`src/rtl/ecg_window_scan_sched_pkg.sv`:
```
// Shared constants for the ECG window scan scheduler: buffer geometry, requester
// indices and FSM state encodings.
package ecg_window_scan_sched_pkg;

   localparam int unsigned NSAMP = 800;
   localparam int unsigned AW    = 12;
   localparam int unsigned DW    = 17;
   localparam int unsigned NREQ  = 4;

   localparam logic [1:0] REQ_P = 2'd0;
   localparam logic [1:0] REQ_T = 2'd1;
   localparam logic [1:0] REQ_Q = 2'd2;
   localparam logic [1:0] REQ_S = 2'd3;

   localparam logic [2:0] StIdle  = 3'd0;
   localparam logic [2:0] StScan  = 3'd1;
   localparam logic [2:0] StDrain = 3'd2;
   localparam logic [2:0] StDone  = 3'd3;
   localparam logic [2:0] StErr   = 3'd4;

   typedef logic        [AW-1:0] addr_t;
   typedef logic signed [DW-1:0] samp_t;

   // A window is scannable when ordered and fully inside the buffer.
   function automatic logic win_legal(input addr_t b, input addr_t e);
      return (b <= e) && (e <= addr_t'(NSAMP - 1));
   endfunction

endpackage

```
`src/rtl/ecg_rr_arbiter.sv`:
```
// Round-robin arbiter: combinational grant searched from a registered pointer that
// moves to one past the winner whenever a grant is taken.
module ecg_rr_arbiter #(
   parameter  int unsigned NReq = 4,
   localparam int unsigned IdxW = $clog2(NReq)
) (
   input  logic            clk,
   input  logic            nReset,
   input  logic [NReq-1:0] req_i,
   input  logic            en_i,
   output logic [NReq-1:0] gnt_o,
   output logic [IdxW-1:0] gnt_idx_o,
   output logic            gnt_valid_o
);

   logic [IdxW-1:0] ptr_q, ptr_d;
   logic [IdxW-1:0] cand;
   logic            found;

   always_comb begin
      gnt_idx_o = '0;
      found     = 1'b0;
      cand      = '0;
      for (int unsigned k = 0; k < NReq; k++) begin
         cand = IdxW'((ptr_q + k) % NReq);
         if (!found && req_i[cand]) begin
            found     = 1'b1;
            gnt_idx_o = cand;
         end
      end
      gnt_valid_o         = found & en_i;
      gnt_o               = '0;
      gnt_o[gnt_idx_o]    = gnt_valid_o;
      ptr_d               = ptr_q;
      if (gnt_valid_o) begin
         ptr_d = (gnt_idx_o == IdxW'(NReq - 1)) ? '0 : gnt_idx_o + 1'b1;
      end
   end

   always_ff @(posedge clk or negedge nReset) begin
      if (!nReset) begin
         ptr_q <= '0;
      end else begin
         ptr_q <= ptr_d;
      end
   end

endmodule

```
`src/rtl/ecg_window_scan_sched.sv`:
```
// Shares one ECG buffer read port between the P/T/Q/S window searches, running one
// max/min scan at a time and returning extremes and their positions.
module ecg_window_scan_sched
   import ecg_window_scan_sched_pkg::*;
(
   input  logic               clk,
   input  logic               nReset,
   input  logic               Enable,
   input  logic [NREQ-1:0]    req_valid,
   input  logic [NREQ*AW-1:0] req_begin,
   input  logic [NREQ*AW-1:0] req_end,
   output logic [NREQ-1:0]    req_ack,
   output logic               mem_rd_en,
   output logic [AW-1:0]      mem_addr,
   input  logic [DW-1:0]      mem_rd_data,
   output logic               res_valid,
   output logic [1:0]         res_id,
   output logic               res_err,
   output logic [DW-1:0]      res_max_val,
   output logic [AW-1:0]      res_max_pos,
   output logic [DW-1:0]      res_min_val,
   output logic [AW-1:0]      res_min_pos,
   output logic               busy
);

   logic [2:0]      state_q, state_d;
   addr_t           beg_q, end_q, addr_q, pos_q;
   logic [1:0]      id_q;
   logic            rd_pend_q;
   samp_t           trk_max_q, trk_max_d, trk_min_q, trk_min_d;
   addr_t           trk_max_pos_q, trk_max_pos_d, trk_min_pos_q, trk_min_pos_d;
   logic [1:0]      hold_id_q;
   logic            hold_err_q;
   logic [DW-1:0]   hold_max_q, hold_min_q;
   addr_t           hold_max_pos_q, hold_min_pos_q;

   logic [NREQ-1:0] gnt;
   logic [1:0]      gnt_idx;
   logic            gnt_valid, arb_en, win_ok;
   addr_t           win_beg, win_end;
   samp_t           rd_s;

   assign arb_en  = (state_q == StIdle) && Enable;
   assign win_beg = req_begin[gnt_idx*AW +: AW];
   assign win_end = req_end[gnt_idx*AW +: AW];
   assign win_ok  = win_legal(win_beg, win_end);
   assign rd_s    = samp_t'(mem_rd_data);

   ecg_rr_arbiter #(
      .NReq (NREQ)
   ) u_arb (
      .clk         (clk),
      .nReset      (nReset),
      .req_i       (req_valid),
      .en_i        (arb_en),
      .gnt_o       (gnt),
      .gnt_idx_o   (gnt_idx),
      .gnt_valid_o (gnt_valid)
   );

   assign req_ack   = gnt;
   assign mem_rd_en = (state_q == StScan) && Enable;
   assign mem_addr  = addr_q;
   assign busy      = (state_q != StIdle);
   assign res_valid = Enable && ((state_q == StDone) || (state_q == StErr));

   always_comb begin
      state_d = state_q;
      if (!Enable) begin
         state_d = StIdle;
      end else begin
         unique case (state_q)
            StIdle:        if (gnt_valid) state_d = win_ok ? StScan : StErr;
            StScan:        if (addr_q == end_q) state_d = StDrain;
            StDrain:       state_d = StDone;
            StDone, StErr: state_d = StIdle;
            default:       state_d = StIdle;
         endcase
      end
   end

   // Data arrives one cycle after its address; the word at the window start seeds both.
   always_comb begin
      trk_max_d     = trk_max_q;
      trk_max_pos_d = trk_max_pos_q;
      trk_min_d     = trk_min_q;
      trk_min_pos_d = trk_min_pos_q;
      if (rd_pend_q) begin
         if ((pos_q == beg_q) || (rd_s > trk_max_q)) begin
            trk_max_d     = rd_s;
            trk_max_pos_d = pos_q;
         end
         if ((pos_q == beg_q) || (rd_s < trk_min_q)) begin
            trk_min_d     = rd_s;
            trk_min_pos_d = pos_q;
         end
      end
   end

   always_comb begin
      res_id      = hold_id_q;
      res_err     = hold_err_q;
      res_max_val = hold_max_q;
      res_max_pos = hold_max_pos_q;
      res_min_val = hold_min_q;
      res_min_pos = hold_min_pos_q;
      if (Enable && (state_q == StDone)) begin
         res_id      = id_q;
         res_err     = 1'b0;
         res_max_val = trk_max_q;
         res_max_pos = trk_max_pos_q;
         res_min_val = trk_min_q;
         res_min_pos = trk_min_pos_q;
      end else if (Enable && (state_q == StErr)) begin
         res_id      = id_q;
         res_err     = 1'b1;
         res_max_val = '0;
         res_max_pos = '0;
         res_min_val = '0;
         res_min_pos = '0;
      end
   end

   always_ff @(posedge clk or negedge nReset) begin
      if (!nReset) begin
         state_q        <= StIdle;
         beg_q          <= '0;
         end_q          <= '0;
         addr_q         <= '0;
         pos_q          <= '0;
         id_q           <= '0;
         rd_pend_q      <= 1'b0;
         trk_max_q      <= '0;
         trk_max_pos_q  <= '0;
         trk_min_q      <= '0;
         trk_min_pos_q  <= '0;
         hold_id_q      <= '0;
         hold_err_q     <= 1'b0;
         hold_max_q     <= '0;
         hold_max_pos_q <= '0;
         hold_min_q     <= '0;
         hold_min_pos_q <= '0;
      end else begin
         state_q       <= state_d;
         rd_pend_q     <= mem_rd_en;
         trk_max_q     <= trk_max_d;
         trk_max_pos_q <= trk_max_pos_d;
         trk_min_q     <= trk_min_d;
         trk_min_pos_q <= trk_min_pos_d;
         if (gnt_valid) begin
            beg_q <= win_beg;
            end_q <= win_end;
            id_q  <= gnt_idx;
         end
         // Address only moves on a legal grant or while reading, so it holds otherwise.
         if (gnt_valid && win_ok) begin
            addr_q <= win_beg;
         end else if (mem_rd_en && (addr_q != end_q)) begin
            addr_q <= addr_q + 1'b1;
         end
         if (mem_rd_en) begin
            pos_q <= addr_q;
         end
         if (res_valid) begin
            hold_id_q      <= res_id;
            hold_err_q     <= res_err;
            hold_max_q     <= res_max_val;
            hold_max_pos_q <= res_max_pos;
            hold_min_q     <= res_min_val;
            hold_min_pos_q <= res_min_pos;
         end
      end
   end

endmodule

```
`config.mk`:
```
export PLATFORM = sky130hd
export DESIGN_NAME = ecg_window_scan_sched
export DESIGN_NICKNAME = d
export VERILOG_FILES = /design/src/rtl/ecg_window_scan_sched_pkg.sv /design/src/rtl/ecg_rr_arbiter.sv /design/src/rtl/ecg_window_scan_sched.sv
export SDC_FILE = /design/constraint.sdc
export NUM_CORES = 1
export LEC_CHECK = 0
export CAP_MARGIN = 5
export CORE_MARGIN = 4
export CORE_UTILIZATION = 56
export DETAILED_ROUTE_END_ITERATION = 16
export PLACE_DENSITY = 0.91
export SYNTH_ARGS = -nofsm -noshare
export SYNTH_HDL_FRONTEND = slang
export SYNTH_HIERARCHICAL = 1
export SYNTH_SLANG_ARGS = --single-unit
```
`constraint.sdc`:
```
create_clock -name clk -period 10.4 [get_ports clk]
set_input_delay 3.12 -clock clk [delete_from_list [all_inputs] [get_ports clk]]
set_output_delay 3.12 -clock clk [all_outputs]
set_load 0.02 [all_outputs]
```
== After elaboration in Yosys (flattened, before gate mapping) ==
Index checks and enable logic that the tools add are counted.

* Output and inout port bits: 80
* Logic and storage cells: 110
* Input bits: 120
* Register bits: 175

* Multiplexer cells: 38
* Reductions and logical operators: 24
* Add/subtract/negate cells: 5
* $mul: 1
* Eq/ne operators: 10
* Bitwise logic cells: 2
* $lt $le $gt $ge: 10
* Shift operators: 2

{| class="wikitable"
|+ Operator list
! cell !! count
|-
| indexed part select 48 x 7 -> 12 bit || 2
|-
| 2-to-1 mux 12 bit || 6
|-
| 2-to-1 mux 17 bit || 4
|-
| equality test 12 bit || 2
|-
| greater-than comparator 17 bit || 1
|-
| < comparator 17 bit || 1
|-
| < comparator 2 x 3 -> 1 bit, second input constant || 5
|-
| 2-to-1 mux 2 bit || 7
|-
| adder 12 x 1 -> 12 bit, second input constant || 1
|-
| less-or-equal comparator 12 x 10 -> 1 bit, second input constant || 1
|-
| less-or-equal comparator 12 bit || 1
|-
| logical AND 1 bit || 12
|-
| 2-to-1 mux 3 bit || 4
|-
| != test 12 bit || 1
|-
| 2-to-1 mux 1 bit || 11
|-
| one-hot mux 3 bit (3 select lines) || 1
|-
| binary-select mux 1 bit (select 2 bit) || 4
|-
| equality test 3 x 2 -> 1 bit, second input constant || 2
|-
| AND reduction 2 bit || 3
|-
| adder 2 x 1 -> 2 bit, second input constant || 2
|-
| adder 2 bit, second input constant || 2
|-
| bitwise AND 4 bit || 1
|-
| multiplier 2 x 2 -> 4 bit, second input constant || 1
|-
| equality test 3 x 1 -> 1 bit, second input constant || 1
|-
| other kinds (12) || 16
|}

== Logic depth before layout (Yosys ltp) ==
Gate-level depths: netlist (run 1).

* Depth in word-level cells: 20
* Depth in mapped cells: 17
* Depth with buffers taken out: 12

== Modules after synthesis ==
Netlist (run 1), hierarchy kept.

{| class="wikitable"
|+ Modules (own cells, without submodules)
! module !! sequential area each (µm²) !! cells an instance !! instances !! area each (µm²)
|-
| ecg_window_scan_sched || 4329.2 || 727 || 1 || 9206.3
|-
| ecg_rr_arbiter || 50.0 || 31 || 1 || 274.0
|}

== Worst setup path after synthesis (run 1) ==
OpenSTA, ideal clock, no wires.

* Path type: input to output
* Start point: input Enable
* End point: output res_max_pos[10]
* Setup slack: 2810 ps
* Stages on the path: 6
* Path buffers: 3
* Data required time: 7280 ps
* Arrival: 4470 ps
* Path through: nor2b_1 -> and3_1 -> clkbuf_1 -> clkbuf_1 -> buf_1 -> a22o_1

* Word-level cells in the longest chain between the ends: 3
* Elaborated cells on any way between the ends: 4
* Classes of those cells: mux: 2; reduce/logical: 2

{| class="wikitable"
|+ Ends and longest elaborated chain
! element !! line !! RTL
|-
| start: declaration || ecg_window_scan_sched.sv:8 || <nowiki>input logic Enable,</nowiki>
|-
| logical AND 1 bit || ecg_window_scan_sched.sv:114 || <nowiki>end else if (Enable && (state_q == StErr)) begin</nowiki>
|-
| 2-to-1 mux 12 bit || ecg_window_scan_sched.sv:114 ||
|-
| 2-to-1 mux 12 bit (*) || ecg_window_scan_sched.sv:107 || <nowiki>if (Enable && (state_q == StDone)) begin</nowiki>
|-
| end: declaration || ecg_window_scan_sched.sv:20 || <nowiki>output logic [AW-1:0] res_max_pos,</nowiki>
|}

Every way passes the cells marked *; elsewhere a longest branch is shown, timed or not.

== Final worst setup path (run 1) ==
* Start point: input Enable
* End point: output res_max_val[6]

* Word-level cells in the longest chain between the ends: 3
* Elaborated cells on any way between the ends: 4
* Classes of those cells: mux: 2; reduce/logical: 2

{| class="wikitable"
|+ Ends and longest elaborated chain
! element !! line !! RTL
|-
| logical AND 1 bit || ecg_window_scan_sched.sv:114 ||
|-
| 2-to-1 mux 17 bit || ecg_window_scan_sched.sv:114 ||
|-
| 2-to-1 mux 17 bit (*) || ecg_window_scan_sched.sv:107 ||
|-
| end: declaration || ecg_window_scan_sched.sv:19 || <nowiki>output logic [DW-1:0] res_max_val,</nowiki>
|}

Marked as above.

==> flow_summary.json, run 1 <==
{
  "status": "complete, no violations",
  "dpl.hpwl_mm": 17.1,
  "min_period_over_period": 0.850,
  "yosys_warnings": 6,
  "overflow": 0,
  "fin_hold_ws_ns": 0.480,
  "wirelength_mm": 23.9,
  "worstHoldStart": "hold_id_q[1]",
  "hold_path.class": "flop to flop",
  "cts_root_buffer": "clkbuf_16",
  "grt_pass1_wl_mm": 38.3,
  "p_leak_nw": 5.48,
  "setup_viol": 0,
  "startpoint_type": "primary input",
  "grt_pass1_vias": 7238,
  "r2r_end": "mem_addr[11]",
  "postPlaceCellArea_mm2": 0.0117,
  "yosysSeqAreaShare": 0.462,
  "p_total_mw": 2.84,
  "grt_max_degree": 120,
  "numPortBuffers": 199,
  "clock_path_buffers": 2,
  "cts_sinks": 175,
  "rsz0062_at_grt": "no",
  "cts_resized": 0,
  "place_congestion": 0.842,
  "syn_inst": 758,
  "ant_nets": 0,
  "wl_met3_mm": 1.52,
  "cts_tree": "built",
  "hold_depth": 2,
  "cts_hold_buf": 0,
  "detail_route.first_pass.iterations": 5,
  "synthFlopType": "dfrtp_1",
  "finalCriticalPeriod_ns": 8.84,
  "h-tree-depth": 4,
  "min_to": "hold_id_q[1]",
  "drive_gt1_frac": 0.185,
  "peakVddDrop_uv": 139,
  "post-route-drc-count": 0,
  "fmax_mhz": 113,
  "cap_violations": 0,
  "drt-wirelength-per-cell_um": 20.4,
  "clock_skew_ns": 0.0168,
  "hold_viol": 0,
  "die_area_mm2": 0.0191,
  "fin_nets": 1107,
  "fp.dieW_um": 138,
  "crit_path_top_delay_cell": "clkdlybuf4s50_1",
  "setup-tns-final_ns": 0,
  "critPathRequiredTime_ns": 7.28,
  "fin_area_mm2": 0.0123,
  "insertion_delay_ns": 0.44,
  "synth_nets": 928,
  "highest_layer": "met4",
  "ys_types": 55,
  "start_util": 0.572,
  "cp_max_fo": 70,
  "die_h_um": 138,
  "wl_met2_mm": 12.2,
  "n_fill_cell": 1099,
  "max_slew_margin": 0.279,
  "drtIter0Drc": 449,
  "clk_pin_slew_worst_paths_ns": 0.06,
  "critPathMaxStageDelay_ns": 0.61,
  "postCtsSetupRepairBufs": 0,
  "reg2reg_depth": 12,
  "tightest_slew_ns": 1.07,
  "core_area_mm2": 0.0166,
  "path_cells": "clkdlybuf4s50_1, nor2b_1, and3_4, buf_12, a22o_1, clkdlybuf4s50_1",
  "async_flop_share": 1.00,
  "met1_length_mm": 9.60,
  "reg2reg_slack_ns": 5.96,
  "ios": 200,
  "syn_area_mm2": 0.00948,
  "r2r_start": "u_arb/ptr_q[1]",
  "vias": 7066,
  "end_kind": "output pin",
  "vias_per_cell": 6.04,
  "cts_made_buffers": 17,
  "antenna_found_initial": 1,
  "synth-seq-cells": 175,
  "area_growth_pct": 29.5,
  "crit_buf_inv": 3,
  "synth_edf_count": 0,
  "critPathKind": "primary input to output pin",
  "syn_area_per_cell_um2": 12.5,
  "cp.arrival_ns": 5.72,
  "gr-usage-all-layers": 0.251,
  "slew_viol_final": 0,
  "p_per_area_mw_per_mm2": 231,
  "placementRows": 47,
  "cp_top_family": "buffers and inverters",
  "cpMostUsedCell": "clkdlybuf4s50_1"
}
[state kept, by name (all words and copies together) (netlist names), 3 cells and up]
name	flops
beg_q	12
trk_max_pos_q	12
hold_min_q	17
hold_max_q	17
end_q	12
trk_min_pos_q	12
mem_addr	12
hold_min_pos_q	12
hold_max_pos_q	12
pos_q	12
trk_min_q	17
trk_max_q	17
state_q	3
[synthesized netlist by cell type (6+ instances only)]
library cell | number | area share
inv_1 | 50 | 0.020
clkbuf_1 | 32 | 0.013
dfrtp_1 | 175 | 0.46
buf_2 | 6 | 0.0032
ha_1 | 50 | 0.066
mux4_2 | 24 | 0.057
mux2_4 | 10 | 0.016
mux2_2 | 94 | 0.11
nand2_1 | 18 | 0.0071
a21oi_1 | 18 | 0.0095
xnor2_1 | 13 | 0.012
nand2b_1 | 7 | 0.0046
o21ai_0 | 9 | 0.0048
nand3_1 | 9 | 0.0048
xor2_1 | 22 | 0.020
a21o_1 | 6 | 0.0048
a22o_1 | 117 | 0.11
nor2_1 | 10 | 0.0040
nand4_1 | 16 | 0.011
[metal layers]
metal | track usage | vias to the layer above
met5 | 0 | -
met4 | 0.0842 | 0
met3 | 0.0656 | 38
met2 | 0.440 | 264
met1 | 0.303 | 3553
li1 | - | 3211
[cell families (layout without fill, tap and decap cells)]
family | Yosys count | in the layout | share of synthesized area
AND/OR/NAND/NOR | 92 | 92 | 0.0535
XOR/XNOR | 35 | 35 | 0.0323
flip-flops | 175 | 175 | 0.462
multiplexers | 134 | 134 | 0.191
other | 0 | 1 | 0
buffers and inverters | 98 | 289 | 0.0439
AO/OA/AOI/OAI | 174 | 174 | 0.151
adder cells (fa/ha/maj) | 50 | 50 | 0.0660
[tightest hold or removal path: cells and delay by family (launching register included)]
kind             cells  cell delay, ns
flip-flops           1            0.32
AND/OR/NAND/NOR      2            0.12
[report_power, final]
group          leakage [nW]  switching [mW]  internal [mW]
Sequential             2.31           0.236          0.878
Combinational          2.88           0.492          0.553
Clock                 0.295           0.262          0.413
Total                  5.48           0.990           1.84
[layout make-up]
class	count	area [um2]	share of cell area
Multi-Input combinational cell	485	4720	0.385
Clock buffer	21	460	0.0375
Sequential cell	175	4380	0.357
Antenna cell	1	2.50	0.000204
Clock inverter	10	161	0.0131
Tap cell	220	275	0.0224
Timing Repair Buffer	208	2090	0.170
Inverter	50	188	0.0153
[placed cells by master (no fill, tap or decap), types with 3 or more instances in the layout]
cell type | Yosys | layout
nand2_1 | 18 | 18
nor3_1 | 4 | 4
and2_1 | 5 | 5
clkbuf_16 | 0 | 17
nor4_1 | 4 | 4
nor2b_1 | 3 | 3
o21a_1 | 3 | 3
a21o_1 | 6 | 6
a22o_1 | 117 | 117
mux4_2 | 24 | 24
inv_1 | 50 | 50
xnor2_1 | 13 | 13
nor2_1 | 10 | 10
bufinv_16 | 0 | 4
and3_1 | 5 | 4
nand3_1 | 9 | 9
mux2_2 | 94 | 94
clkdlybuf4s50_1 | 0 | 198
dfrtp_1 | 175 | 175
o21ai_0 | 9 | 8
xor2_1 | 22 | 22
nand2b_1 | 7 | 7
a21oi_1 | 18 | 18
nand4_1 | 16 | 16
ha_1 | 50 | 50
buf_4 | 2 | 7
mux2_1 | 4 | 4
mux2_4 | 10 | 10
clkinvlp_4 | 0 | 3
nor3b_1 | 3 | 3
[worst max path at each step]
| stage | slack, ns | end | cells after the start | from |
|---|---|---|---|---|
| after floorplan | 2.81 | res_max_pos[10] | 6 | Enable |
| after global placement | 1.65 | res_max_pos[5] | 6 | Enable |
| after detailed placement | 1.58 | res_max_val[16] | 6 | Enable |
| after CTS | 1.55 | res_max_val[16] | 6 | Enable |
| after global routing | 1.36 | res_min_val[0] | 6 | Enable |
| final | 1.56 | res_max_val[6] | 6 | Enable |
[per-stage QoR]
stage / utilization / worst slack [ns] / std cells
6_report: 0.740 / 1.56 / 1170
5_1_grt: 0.740 / 1.36 / 1170
4_1_cts: 0.740 / 1.55 / 1169
3_5_place_dp: 0.703 / 1.58 / 1138
3_3_place_gp: 0.703 / 1.65 / 1138
2_1_floorplan: - / 2.81 / 758
No activity file was read; power rests on OpenSTA's default activity.
==> inputs of run 2 (changes only) <==
CORE_UTILIZATION = 52   (was 56)
PLACE_DENSITY = 0.85   (was 0.91)
clock period = 8.8 ns   (was 10.4 ns; I/O delays follow)
==> run 2 against run 1 <==
Power grew 18%. Combinational power grew 17%. Worst setup slack lost 0.55 ns. Clock-buffer cell count shrank 3. Global-route usage shrank 2.2 points. Flip-flop and latch count is the same. Critical endpoint is now req_ack[3]. Sequential share of layout area shrank 0.084 points. First-iteration DRC count shrank 45%. Highest routed layer unchanged. Largest power group unchanged.
==> flow_summary.json, run 2 (same netlist as run 1, synthesis figures left out) <==
{
  "cpMostUsedCell": "clkdlybuf4s50_1",
  "p_leak_nw": 5.50,
  "cp.arrival_ns": 5.15,
  "rsz0062_at_grt": "no",
  "postPlaceCellArea_mm2": 0.0117,
  "peakVddDrop_uv": 178,
  "detail_route.first_pass.iterations": 5,
  "hold_path.class": "flop to flop",
  "drive_gt1_frac": 0.190,
  "startpoint_type": "primary input",
  "cts_root_buffer": "clkbuf_16",
  "crit_path_top_delay_cell": "clkdlybuf4s50_1",
  "r2r_start": "u_arb/ptr_q[1]",
  "critPathRequiredTime_ns": 6.16,
  "post-route-drc-count": 0,
  "grt_pass1_vias": 7065,
  "cts_sinks": 175,
  "dpl.hpwl_mm": 17.6,
  "path_cells": "clkdlybuf4s50_1, nand2b_1, nor3_1, o41a_4, and2_1, clkdlybuf4s50_1",
  "hold_viol": 0,
  "cts_made_buffers": 17,
  "gr-usage-all-layers": 0.229,
  "end_kind": "output pin",
  "tightest_slew_ns": 0.728,
  "start_util": 0.528,
  "drtIter0Drc": 249,
  "wirelength_mm": 23.3,
  "cp_max_fo": 36,
  "min_period_over_period": 0.886,
  "finalCriticalPeriod_ns": 7.79,
  "h-tree-depth": 4,
  "status": "complete, no violations",
  "cts_tree": "built",
  "insertion_delay_ns": 0.42,
  "final_cell_mix": "clkdlybuf4s50_1 (198), dfrtp_1 (175), a22o_1 (117)",
  "die_h_um": 143,
  "overflow": 0,
  "clk_pin_slew_worst_paths_ns": 0.06,
  "clock_skew_ns": 0.00793,
  "fp.dieW_um": 143,
  "fin_nets": 1109,
  "critPathMaxStageDelay_ns": 0.63,
  "vias": 6987,
  "cap_violations": 0,
  "grt_max_degree": 120,
  "placementRows": 49,
  "critPathKind": "primary input to output pin",
  "grt_pass1_wl_mm": 36.3,
  "core_area_mm2": 0.0180,
  "clock_path_buffers": 2,
  "ios": 200,
  "place_congestion": 0.790,
  "worstHoldStart": "hold_id_q[1]",
  "layout_commonest_cell": "clkdlybuf4s50_1",
  "diodes": 0,
  "cts_hold_buf": 0,
  "fin_area_mm2": 0.0123,
  "max_slew_margin": 0.515,
  "setup-tns-final_ns": 0,
  "cts_resized": 0,
  "p_per_area_mw_per_mm2": 271,
  "startpoint": "Enable",
  "slew_viol_final": 0,
  "setup_viol": 0,
  "vias_per_cell": 5.92,
  "drt-wirelength-per-cell_um": 19.7,
  "area_growth_pct": 29.8,
  "die_area_mm2": 0.0205,
  "fmax_mhz": 128,
  "numPortBuffers": 199,
  "postCtsSetupRepairBufs": 0,
  "antenna_found_initial": 0,
  "ant_nets": 0
}
run 2: changes by cell type in the layout (fill, tap and decap cells not counted), sizes merged:
cell | previous run | this run
buf | 10 | 12
clkbuf | 21 | 18
clkinv | 3 | 4
clkinvlp | 3 | 4
diode | 1 | 0
inv | 50 | 52
run 2: path summary, 6_finish.rpt:
path | to | slack [ns] | cells after the start
worst max-delay path | req_ack[3] | 1.01 | 6
worst min-delay path | hold_id_q[1] | 0.48 | 2
worst max register to register | mem_addr[11] | 4.36 | 11
worst min register to register | hold_id_q[1] | 0.48 | 2
max in group asynchronous | beg_q[8] | 5.44 | 2
min in group asynchronous | hold_max_q[8] | 2.18 | 1
run 2: stage by stage:
step           instances  hold slack (ns)   util  worst slack (ns)  power, mW
6_report            1181            0.479  0.685              1.01       3.34
5_1_grt             1181            0.490  0.685             0.885       3.54
4_1_cts             1181            0.482  0.685              1.01       3.36
3_5_place_dp        1149            0.466  0.650              1.02       2.56
3_3_place_gp        1149            0.456  0.650              1.04       2.50
2_1_floorplan        758            0.439      -              2.17       2.12
run 2: layout make-up:
type / instances / area (um2)
clock inverters: 14 / 188
inverters: 50 / 188
flip-flops and latches: 175 / 4380
well taps: 229 / 287
fillers: 1286 / 5660
multi-input cells: 485 / 4720
repair buffers: 210 / 2100
clock buffers: 18 / 439
run 2: critical path: cells and delay by family:
family          cells  cell delay (ns)
simple gates        3             0.73
buf+inv             2             1.21
compound gates      1             0.56
run 2: report_power, final:
group          internal (mW)  switching (mW)  total [mW]
registers               1.04           0.278        1.32
clock network          0.482           0.313       0.795
logic                  0.652           0.575        1.23
run 2: metal layers:
layer  wire (um)  track usage  up-vias  share of wire
met5           0            0        -              0
met4         650       0.0835        0          0.028
met1        9380        0.279     3478           0.40
li1            -            -     3210              -
met3        1680       0.0636       43          0.072
met2       11600        0.393      256           0.50
==> inputs of run 3 (changes only) <==
GPL_TIMING_DRIVEN = 0   (was not set)
RECOVER_POWER = 50   (was not set)
==> run 3 against run 2 <==
The flow now finishes with violations (capacitance limit, slew limit). Hold slack got worse by 0.012 ns. Utilization increased by 0.53 points. Wire length increased by 9.1%. Non-clock buffer count increased by 38. Combinational power increased by 3%. Critical path depth increased by 2. Clock skew increased by 0.0042 ns. Die area unchanged. Critical endpoint is now res_max_pos[3]. Largest cell class unchanged. Largest power group unchanged. Highest routed layer unchanged.
==> flow_summary.json, run 3 (same netlist as run 1, synthesis figures left out) <==
{
  "p_leak_nw": 5.56,
  "vias": 7352,
  "dpl.cell_count": 1187,
  "layout_commonest_cell": "clkdlybuf4s50_1",
  "post-route-drc-count": 0,
  "peakVddDrop_uv": 207,
  "setup-tns-final_ns": 0,
  "gr-usage-all-layers": 0.253,
  "rsz0062_at_grt": "no",
  "antenna_found_initial": 0,
  "grt_busiest_layer": "met2",
  "stdcell_count": 1219,
  "cts_sinks": 175,
  "cp_max_fo": 10,
  "clk_pin_slew_worst_paths_ns": 0.06,
  "max_slew_margin": -1.27,
  "fin_nets": 1147,
  "setup_viol": 0,
  "vias_per_cell": 6.03,
  "startpoint": "Enable",
  "overflow": 0,
  "grt_use_met2": 0.448,
  "ios": 200,
  "final_cell_mix": "clkdlybuf4s50_1 (192), dfrtp_1 (175), a22o_1 (117)",
  "grt_max_degree": 113,
  "diodes": 0,
  "crit_end": "res_max_pos[3]",
  "min_period_over_period": 0.964,
  "start_util": 0.528,
  "drtIter0Drc": 341,
  "cts_tree": "built",
  "reg2reg_depth": 17,
  "cts_root_buffer": "clkbuf_16",
  "tightest_slew_ns": 3.40,
  "drive_gt1_frac": 0.178,
  "r2r_end": "mem_addr[10]",
  "use_met1": 0.293,
  "detail_route.first_pass.iterations": 5,
  "use_met3": 0.0633,
  "finalCriticalPeriod_ns": 8.48,
  "cts_hold_buf": 0,
  "startpoint_type": "primary input",
  "reg2reg_slack_ns": 4.11,
  "grt_pass1_wl_mm": 39.7,
  "violations": "capacitance limit, slew limit",
  "grt_pass1_vias": 7690,
  "hold_path.class": "flop to flop",
  "fmax_mhz": 118,
  "dpl.hpwl_mm": 19.1,
  "slew_viol_final": 178,
  "postCtsSetupRepairBufs": 0,
  "p_per_area_mw_per_mm2": 272,
  "ant_nets": 0,
  "cts_resized": 0,
  "hold_viol": 0,
  "place_congestion": 0.847,
  "r2r_start": "u_arb/ptr_q[1]",
  "cts_made_buffers": 17,
  "area_growth_pct": 30.8,
  "numPortBuffers": 199,
  "drt-wirelength-per-cell_um": 20.8,
  "wirelength_mm": 25.4,
  "end_kind": "output pin",
  "status": "complete, but fails checks",
  "clock_skew_ns": 0.0121,
  "die_h_um": 143,
  "die_area_mm2": 0.0205,
  "cap_violations": 2,
  "critPathKind": "primary input to output pin",
  "critPathRequiredTime_ns": 6.16,
  "cp.arrival_ns": 5.84,
  "core_area_mm2": 0.0180,
  "clock_path_buffers": 2,
  "h-tree-depth": 4,
  "insertion_delay_ns": 0.44,
  "fp.dieW_um": 143,
  "placementRows": 49
}
## run 3: area by class of cell
| class | count | area [um2] |
|---|---|---|
| repair buffers | 200 | 1990 |
| clock inverters | 10 | 158 |
| well taps | 229 | 287 |
| flip-flops and latches | 175 | 4380 |
| multi-input cells | 485 | 4680 |
| clock buffers | 22 | 484 |
| plain buffers | 48 | 229 |
| fillers | 1292 | 5560 |
| inverters | 50 | 188 |
## run 3: layer usage
layer	share of wire	vias to the layer above
met5	0	-
met4	0.030	0
met3	0.077	60
met2	0.51	304
met1	0.38	3697
li1	-	3291
## run 3: per-stage QoR
stage | hold slack (ns) | worst slack (ns) | power, mW | area, um2 | utilization
floorplan | 0.439 | 2.17 | 2.12 | 9480 | -
finish | 0.468 | 0.318 | 3.38 | 12400 | 0.690
CTS | 0.473 | 0.441 | 3.40 | 12400 | 0.692
global placement | 0.453 | -1.95 | 2.51 | 11800 | 0.655
detailed placement | 0.460 | 0.460 | 2.57 | 11800 | 0.656
global route | 0.523 | 0.204 | 3.59 | 12400 | 0.690
## run 3: where the power goes
| group | internal [mW] | switching [mW] | leakage [nW] | total [mW] |
|---|---|---|---|---|
| Sequential | 1.04 | 0.259 | 2.31 | 1.30 |
| Clock | 0.504 | 0.311 | 0.320 | 0.815 |
| Combinational | 0.661 | 0.604 | 2.93 | 1.27 |
| Total | 2.20 | 1.17 | 5.56 | 3.38 |
## run 3: worst min path at each step
| stage | start | end | slack [ns] | depth (start not counted) |
|---|---|---|---|---|
| floorplan | hold_id_q[0] | hold_id_q[0] | 0.44 | 2 |
| global placement | hold_id_q[1] | hold_id_q[1] | 0.45 | 2 |
| detailed placement | hold_id_q[0] | hold_id_q[0] | 0.46 | 2 |
| CTS | hold_id_q[0] | hold_id_q[0] | 0.47 | 2 |
| global route | hold_max_q[7] | hold_max_q[7] | 0.52 | 1 |
| finish | hold_id_q[0] | hold_id_q[0] | 0.47 | 2 |
## run 3: worst max-delay path, stage by stage
cell	delay, ns
dlygate4sd3_1	0.61
nor2b_1	0.20
and3_1	0.18
clkbuf_1	0.36
clkbuf_1	0.46
clkbuf_1	0.48
a22o_1	0.21
clkdlybuf4s50_1	0.67
